**src/rtl/pipe_pkg.sv**
```systemverilog
// Shared types and constants for the MIPS32 pipeline hazard controller.
package pipe_pkg;

    // Control-transfer sequencing states.
    typedef enum logic [1:0] {
        IDLE   = 2'b00,
        WAIT   = 2'b01,
        RESUME = 2'b10
    } pc_state_t;

    // E-stage ALU operand source selects.
    typedef logic [1:0] fwd_sel_t;
    localparam fwd_sel_t FWD_REG = 2'b00;
    localparam fwd_sel_t FWD_W   = 2'b01;
    localparam fwd_sel_t FWD_M   = 2'b10;

endpackage : pipe_pkg

```
**src/rtl/fwd_unit.sv**
```systemverilog
// Forwarding compare for a single E-stage source operand; M beats W.
module fwd_unit
    import pipe_pkg::*;
#(
    parameter int unsigned REG_W = 5
) (
    input  logic [REG_W-1:0] src,
    input  logic [REG_W-1:0] write_reg_m,
    input  logic             reg_write_m,
    input  logic [REG_W-1:0] write_reg_w,
    input  logic             reg_write_w,
    output fwd_sel_t         fwd_sel
);

    logic hit_m;
    logic hit_w;

    // Register 0 is hardwired to zero, so it is never forwarded.
    always_comb begin
        hit_m = reg_write_m && (write_reg_m != '0) && (write_reg_m == src);
        hit_w = reg_write_w && (write_reg_w != '0) && (write_reg_w == src);
        if (hit_m)      fwd_sel = FWD_M;
        else if (hit_w) fwd_sel = FWD_W;
        else            fwd_sel = FWD_REG;
    end

endmodule : fwd_unit

```
**src/rtl/pipeline_ctrl.sv**
```systemverilog
// Hazard and sequencing controller for the 5-stage MIPS32 pipeline:
// load-use bubbles, E-stage forwarding selects, and control-transfer
// hold/resume sequencing with a wait timeout.
module pipeline_ctrl
    import pipe_pkg::*;
#(
    parameter int unsigned MAX_WAIT = 8,
    parameter int unsigned REG_W    = 5
) (
    input  logic             clk,
    input  logic             rst,
    input  logic             ctrl_xfer_d,
    input  logic [REG_W-1:0] rs_d,
    input  logic [REG_W-1:0] rt_d,
    input  logic [REG_W-1:0] rs_e,
    input  logic [REG_W-1:0] rt_e,
    input  logic [REG_W-1:0] write_reg_e,
    input  logic             reg_write_e,
    input  logic             mem_to_reg_e,
    input  logic [REG_W-1:0] write_reg_m,
    input  logic             reg_write_m,
    input  logic [REG_W-1:0] write_reg_w,
    input  logic             reg_write_w,
    input  logic             resolved_e,
    input  logic             taken_e,
    output logic             stall_f,
    output logic             stall_d,
    output logic             flush_d,
    output logic             flush_e,
    output logic             resume,
    output logic             redirect,
    output logic [1:0]       fwd_a_e,
    output logic [1:0]       fwd_b_e,
    output logic             busy,
    output logic             timeout_err
);

    localparam int unsigned CNT_W = $clog2(MAX_WAIT + 1);
    localparam logic [CNT_W-1:0] CNT_LAST = CNT_W'(MAX_WAIT - 1);
    localparam logic [CNT_W-1:0] CNT_SAT  = CNT_W'(MAX_WAIT);

    pc_state_t        state;
    pc_state_t        state_nxt;
    logic [CNT_W-1:0] cnt;
    logic             taken_q;
    logic             taken_nxt;
    logic             timeout_hit;
    logic             resume_q;
    logic             redirect_q;
    logic             lu;
    fwd_sel_t         fwd_a_raw;
    fwd_sel_t         fwd_b_raw;

    fwd_unit #(.REG_W(REG_W)) u_fwd_a (
        .src         (rs_e),
        .write_reg_m (write_reg_m),
        .reg_write_m (reg_write_m),
        .write_reg_w (write_reg_w),
        .reg_write_w (reg_write_w),
        .fwd_sel     (fwd_a_raw)
    );

    fwd_unit #(.REG_W(REG_W)) u_fwd_b (
        .src         (rt_e),
        .write_reg_m (write_reg_m),
        .reg_write_m (reg_write_m),
        .write_reg_w (write_reg_w),
        .reg_write_w (reg_write_w),
        .fwd_sel     (fwd_b_raw)
    );

    // Load in E whose destination is read by the instruction in D.
    always_comb begin
        lu = mem_to_reg_e && reg_write_e && (write_reg_e != '0) &&
             ((write_reg_e == rs_d) || (write_reg_e == rt_d));
    end

    // Next-state logic; a resolution in the last WAIT cycle beats the timeout.
    always_comb begin
        state_nxt   = state;
        taken_nxt   = taken_q;
        timeout_hit = 1'b0;
        unique case (state)
            IDLE: begin
                if (ctrl_xfer_d && !lu) state_nxt = WAIT;
            end
            WAIT: begin
                if (resolved_e) begin
                    state_nxt = RESUME;
                    taken_nxt = taken_e;
                end else if (cnt == CNT_LAST) begin
                    state_nxt   = RESUME;
                    taken_nxt   = 1'b0;
                    timeout_hit = 1'b1;
                end
            end
            RESUME: state_nxt = IDLE;
            default: state_nxt = IDLE;
        endcase
    end

    // State, wait counter, latched outcome and registered resume pulses.
    always_ff @(posedge clk or negedge rst) begin
        if (!rst) begin
            state       <= IDLE;
            cnt         <= '0;
            taken_q     <= 1'b0;
            resume_q    <= 1'b0;
            redirect_q  <= 1'b0;
            timeout_err <= 1'b0;
        end else begin
            state      <= state_nxt;
            taken_q    <= taken_nxt;
            resume_q   <= (state_nxt == RESUME);
            redirect_q <= (state_nxt == RESUME) && taken_nxt;
            if (timeout_hit) timeout_err <= 1'b1;
            if (state == IDLE) begin
                cnt <= '0;
            end else if (state == WAIT && cnt != CNT_SAT) begin
                cnt <= cnt + CNT_W'(1);
            end
        end
    end

    // Pipeline control outputs; all forced low while reset is held.
    always_comb begin
        stall_f = 1'b0;
        stall_d = 1'b0;
        flush_d = 1'b0;
        flush_e = 1'b0;
        unique case (state)
            WAIT: begin
                stall_f = 1'b1;
                flush_d = 1'b1;
            end
            RESUME: flush_d = taken_q;
            default: ;
        endcase
        if (lu) begin
            stall_f = 1'b1;
            stall_d = 1'b1;
            flush_e = 1'b1;
        end
        if (!rst) begin
            stall_f = 1'b0;
            stall_d = 1'b0;
            flush_d = 1'b0;
            flush_e = 1'b0;
        end
    end

    // Forwarding selects, busy flag and registered pulse outputs.
    always_comb begin
        fwd_a_e  = rst ? fwd_a_raw : FWD_REG;
        fwd_b_e  = rst ? fwd_b_raw : FWD_REG;
        busy     = rst && (state != IDLE);
        resume   = resume_q;
        redirect = redirect_q;
    end

endmodule : pipeline_ctrl

```
**config.mk**
```make
export PLATFORM = sky130hd
export DESIGN_NAME = pipeline_ctrl
export DESIGN_NICKNAME = d
export VERILOG_FILES = /design/src/rtl/pipe_pkg.sv /design/src/rtl/fwd_unit.sv /design/src/rtl/pipeline_ctrl.sv
export SDC_FILE = /design/constraint.sdc
export NUM_CORES = 1
export LEC_CHECK = 0
export ABC_AREA = 0
export BUFFER_PORTS_ARGS = -buffer_cell sky130_fd_sc_hd__buf_2
export CORE_ASPECT_RATIO = 1.5
export CORE_UTILIZATION = 44
export CTS_BUF_LIST = sky130_fd_sc_hd__clkbuf_16
export CTS_CLUSTER_SIZE = 28
export DETAILED_ROUTE_END_ITERATION = 10
export MAX_ROUTING_LAYER = met4
export PLACE_DENSITY = 0.83
export SLEW_MARGIN = 20
export SYNTH_ARGS = -nofsm -noshare
export SYNTH_HDL_FRONTEND = slang
export SYNTH_SLANG_ARGS = --single-unit
```
**constraint.sdc**
```tcl
create_clock -name clk -period 1.9 [get_ports clk]
set_clock_uncertainty 0.05 [all_clocks]
set_input_delay 0.19 -clock clk [delete_from_list [all_inputs] [get_ports clk]]
set_output_delay 0.19 -clock clk [all_outputs]
set_load 0.1 [all_outputs]
```
* Word-level counts from Yosys, hierarchy flattened *
Index checks and enable logic that the tools add are counted.

operators by class
  multiplexer cells = 25
  $add $sub $neg = 1
  eq/ne operators = 11
  reduce and logical (&&, ||, !) cells = 21

operators by type and width
  kind                 number
  $eq 5x5->1           6
  $reduce_bool 5->1    3
  $mux 1               14
  $mux 2               7
  $logic_and 1x1->1    13
  $mux 4               2
  $add 4x1->4 const B  1
  $eq 2x2->1 const B   2
  $eq 4x3->1 const B   1
  $ne 4x4->1 const B   1
  $pmux 2 s2           1
  $reduce_bool 2->1    2
  $eq 2x1->1 const B   1
  $logic_not 2->1      1
  $pmux 1 s2           1
  $logic_not 1->1      1
  $logic_or 1x1->1     1

storage, ports and cells
  logic and storage cells = 64
  register bits = 10
  input port bits = 44
  output and inout bits = 12

* Longest topological paths before layout *
  depth after elaboration = 9
  depth in mapped cells = 7
  gate-level depth less buffers = 6

* Modules after synthesis *
A second synthesis with hierarchy kept.

unflattened totals
  cells, all modules = 132
  area total of the unflattened synthesis = 1074.8 µm²

modules (own cells, without submodules)
  module         cells each  times used  sequential area each (µm²)  area each (µm²)
  pipeline_ctrl  90          1           250.2                       757.0
  fwd_unit       21          2           0.0                         158.9

* Worst setup path after synthesis *
OpenSTA, ideal clock, no wires.

  path kind = input to output
  from = input port write_reg_m[1]
  to = output port fwd_a_e[0]
  stages on the path = 4
  path buffers = 0
  required time = 1.660 ns
  data arrival time = 2.689 ns
  setup slack = -1.029 ns
  path through = or4_1 o21ai_2 nor4_1 nor4_2

on the way
  cells in the longest elaborated chain, start to end = 5
  elaborated cells between the ends (all ways) = 6
  classes of those cells = 1 x eq/ne; 2 x mux; 3 x reduce/logical

ends and longest elaborated chain
  what                   line                  text
  start: declaration     pipeline_ctrl.sv:20   input logic [REG_W-1:0] write_reg_m,
  $reduce_bool 5->1      fwd_unit.sv:20        hit_m = reg_write_m && (write_reg_m != '0) && (write_reg_m == src);
  $logic_and 1x1->1      fwd_unit.sv:20
  $logic_and 1x1->1 (*)  fwd_unit.sv:20
  $mux 2 (*)             fwd_unit.sv:22        if (hit_m) fwd_sel = FWD_M;
  $mux 2 (*)             pipeline_ctrl.sv:154  fwd_a_e = rst ? fwd_a_raw : FWD_REG;
  end: declaration       pipeline_ctrl.sv:32   output logic [1:0] fwd_a_e,

Every way passes the cells marked *; elsewhere a longest branch is shown, timed or not.

* Worst setup path in the final report *
  from = input port write_reg_w[3]
  to = output port fwd_b_e[0]

on the way
  cells in the longest elaborated chain, start to end = 6
  elaborated cells between the ends (all ways) = 7
  classes of those cells = 1 x eq/ne; 3 x mux; 3 x reduce/logical

ends and longest elaborated chain
  what                   line                  text
  start: declaration     pipeline_ctrl.sv:22   input logic [REG_W-1:0] write_reg_w,
  $reduce_bool 5->1      fwd_unit.sv:21        hit_w = reg_write_w && (write_reg_w != '0) && (write_reg_w == src);
  $logic_and 1x1->1      fwd_unit.sv:21
  $logic_and 1x1->1 (*)  fwd_unit.sv:21
  $mux 1 (*)             fwd_unit.sv:23        else if (hit_w) fwd_sel = FWD_W;
  $mux 2 (*)             fwd_unit.sv:22
  $mux 2 (*)             pipeline_ctrl.sv:155  fwd_b_e = rst ? fwd_b_raw : FWD_REG;
  end: declaration       pipeline_ctrl.sv:33   output logic [1:0] fwd_b_e,

Marks and branches as above.

==> impl_metrics.yaml <==
clock_tree:
  clockBufferDepth: 2
  cts_root_buf: "clkbuf_16"
  cts_sinks: 10
  cts_tree: "done"
  cts_setup_buffers: 0
  htreeDepth: 1
  insertion_delay_ns: 0.24
  numCtsBuffers: 3
  cts.reportedPaths.clkPinSlew_ns: 0.04
detailed_routing:
  via_count: 1140
  first_pass_iters: 4
  wire_per_inst_um: 14.75
  first_iter_violations: 9
  postRouteWirelength_mm: 2.995
  route.detailed.drc: 0
  antenna_left: 0
  drt-vias-per-instance: 5.616
sta:
  rsz0062_at_grt: "true"
  tightest_slew_ns: 0.6170
  setup_viol: 0
  min_period_ns: 1.846
  slew_headroom_pct: 58.49
  timing.fmax_ghz: 0.5416
  fin_tns_setup_ns: 0
  hold_violations: 0
  slew_violations: 0
  finalCritPeriodShare_pct: 97.17
critical_path:
  crit_arrival_ns: 1.61
  crit_path_top_delay_cell: "or4_4"
  crit_fanout: 3
  startpoint_type: "input pin"
  cp-end-kind: "output pin"
  slowest_delay_ns: 0.57
  required_ns: 1.66
  path_class: "input pin to output pin"
  path_cells: "buf_2 -> xor2_1 -> or4_4 -> nor4_4 -> buf_12"
pwr:
  ir_drop_v: 0.0008696
  power.density_nw_per_um2: 1070
  leakage_nw: 0.7361
synth:
  synth.net_count: 169
  synth_edf_count: 0
  seq_area_frac_synth_pct: 24.63
  yosys.cell_types.count: 36
  synth_seq_cells: 10
  synth_cells: 120
  avgSynthCellArea_um2: 8.466
  ys.flop_type: "dfrtp_1"
  syn_area_um2: 1016
  yosys_warnings: 0
  async_reset_ff_share_pct: 100.0
die:
  core_um2: 2207
  die_area_um2: 2509
  num_rows: 21
  start_util_pct: 46.03
  ios: 56
  dieHeight_um: 60.85
  die_x_um: 41.24
global_route:
  grt_pass1_vias: 1093
  grt_overflow: 0
  grt_antenna_before_repair: 0
  grt_max_degree: 12
  track_usage_pct: 26.20
  grt_pass1_wl_mm: 4.284
final_layout:
  antenna_cells: 0
  drive_above_1_share_pct: 41.67
  fin_util_pct: 71.77
  multi_input_area_um2: 790.8
  area_growth_pct: 55.91
  seqCellArea_um2: 250.2
  design_area_um2: 1584
  fillers: 176
  nNetsFinal: 231
place:
  io_buffers: 55
  gp_congestion: 0.7780
  placed_cell_area_um2: 1486
  dp_hpwl_mm: 2.404
worst_hold_path:
  hp-class: "input pin to flop"
run_status:
  status: "completed"
run:
  maxCapViolCount: 0
layout make-up:
cell class	count	share of cell area (%)
tap	23	1.817
inverter	5	1.185
clock buffer	3	4.739
multi-input combinational	102	49.92
timing repair buffer	60	26.54
sequential	10	15.80
power by group:
group	switching [mW]	internal (mW)	leakage, nW	total, mW
logic	0.657	0.359	0.564	1.02
registers	0.0424	0.270	0.135	0.312
clock network	0.0940	0.272	0.0370	0.367
repair_timing:
item	in CTS	in global routing
hold buffers	1	0
endpoints found under the hold margin	10	0
endpoints found under the setup margin	0	4
gates resized for setup	0	3
placed cells by master, fill, tap and decap left out, types with 2 or more instances in the layout:
cell	n
dfrtp_1	10
o21ai_0	3
or4_4	2
a21oi_1	4
o211ai_1	2
and2_2	2
nor4_4	2
clkbuf_16	3
nor3_1	2
buf_12	7
inv_1	5
nor2_4	2
buf_4	4
nor2_1	8
nand3_1	6
ha_1	4
o21ai_2	2
xor2_1	26
nand2_1	9
or4_1	2
buf_2	48
xnor2_1	7
worst max-delay path: cells and delay by family:
kind / cells / cell delay, ns
simple gates: 2 / 0.92
buf+inv: 2 / 0.34
xor+xnor: 1 / 0.16
sequential cells by signal (all words and copies together), names as in the netlist:
| name | cells |
|---|---|
| cnt | 4 |
| state | 2 |
| redirect | 1 |
| resume | 1 |
| taken_q | 1 |
| timeout_err | 1 |
stage by stage:
stage               setup WS (ns)  power (mW)  hold slack (ns)  instances
floorplan                 -0.3952      0.9912          -0.1556        120
CTS                       0.02150       1.688           0.1536        203
detailed placement        0.02994       1.297           0.1351        199
global placement          0.05078       1.264           0.1330        199
finish                    0.05368       1.694           0.1538        203
global route            -0.006858       1.788           0.1932        203
cells in the mapped netlist, types with 2 or more instances:
| cell type | n | area share [%] |
|---|---|---|
| a21oi_1 | 4 | 2.0 |
| and2_2 | 2 | 1.5 |
| dfrtp_1 | 10 | 25 |
| ha_1 | 5 | 6.2 |
| inv_1 | 5 | 1.8 |
| nand2_1 | 9 | 3.3 |
| nand3_1 | 6 | 3.0 |
| nor2_1 | 10 | 3.7 |
| nor2b_1 | 2 | 1.2 |
| nor3_1 | 2 | 0.99 |
| nor4_1 | 2 | 1.2 |
| nor4_2 | 2 | 2.5 |
| o211ai_1 | 2 | 1.5 |
| o21ai_0 | 3 | 1.5 |
| or4_1 | 4 | 3.0 |
| xnor2_1 | 7 | 6.0 |
| xor2_1 | 26 | 22 |
final timing paths:
check | startpoint | end | slack [ns] | cells past startpoint
setup reg to reg | state[1]$_DFF_PN0_ | redirect$_DFF_PN0_ | 0.22 | 6
setup / recovery | write_reg_w[3] | fwd_b_e[0] | 0.05 | 5
min in group asynchronous | rst | cnt[2]$_DFFE_PN0P_ | 0.59 | 3
max in group asynchronous | rst | resume$_DFF_PN0_ | 0.89 | 3
hold / removal | taken_e | taken_q$_DFF_PN0_ | 0.15 | 3
hold reg to reg | timeout_err$_DFFE_PN0P_ | timeout_err$_DFFE_PN0P_ | 0.44 | 1
logic make-up after synthesis:
logic type / share of synthesized area (%)
AOI/OAI and AO/OA: 12.44
xor gates and xnor gates: 28.45
adders and majority gates: 6.158
buffers and inverters: 3.448
DFF: 24.63
muxes: 0.9853
and+or+nand+nor: 23.89
routing by layer:
layer	routed length [um]	track usage, %	part of all wire, %	vias up
li1	-	-	-	539
met1	986	19.72	33	524
met2	1731	52.46	58	68
met3	200	4.396	6.7	9
met4	76	12.44	2.5	0
met5	0	-	0	-
No activity file was read; power rests on OpenSTA's default activity.
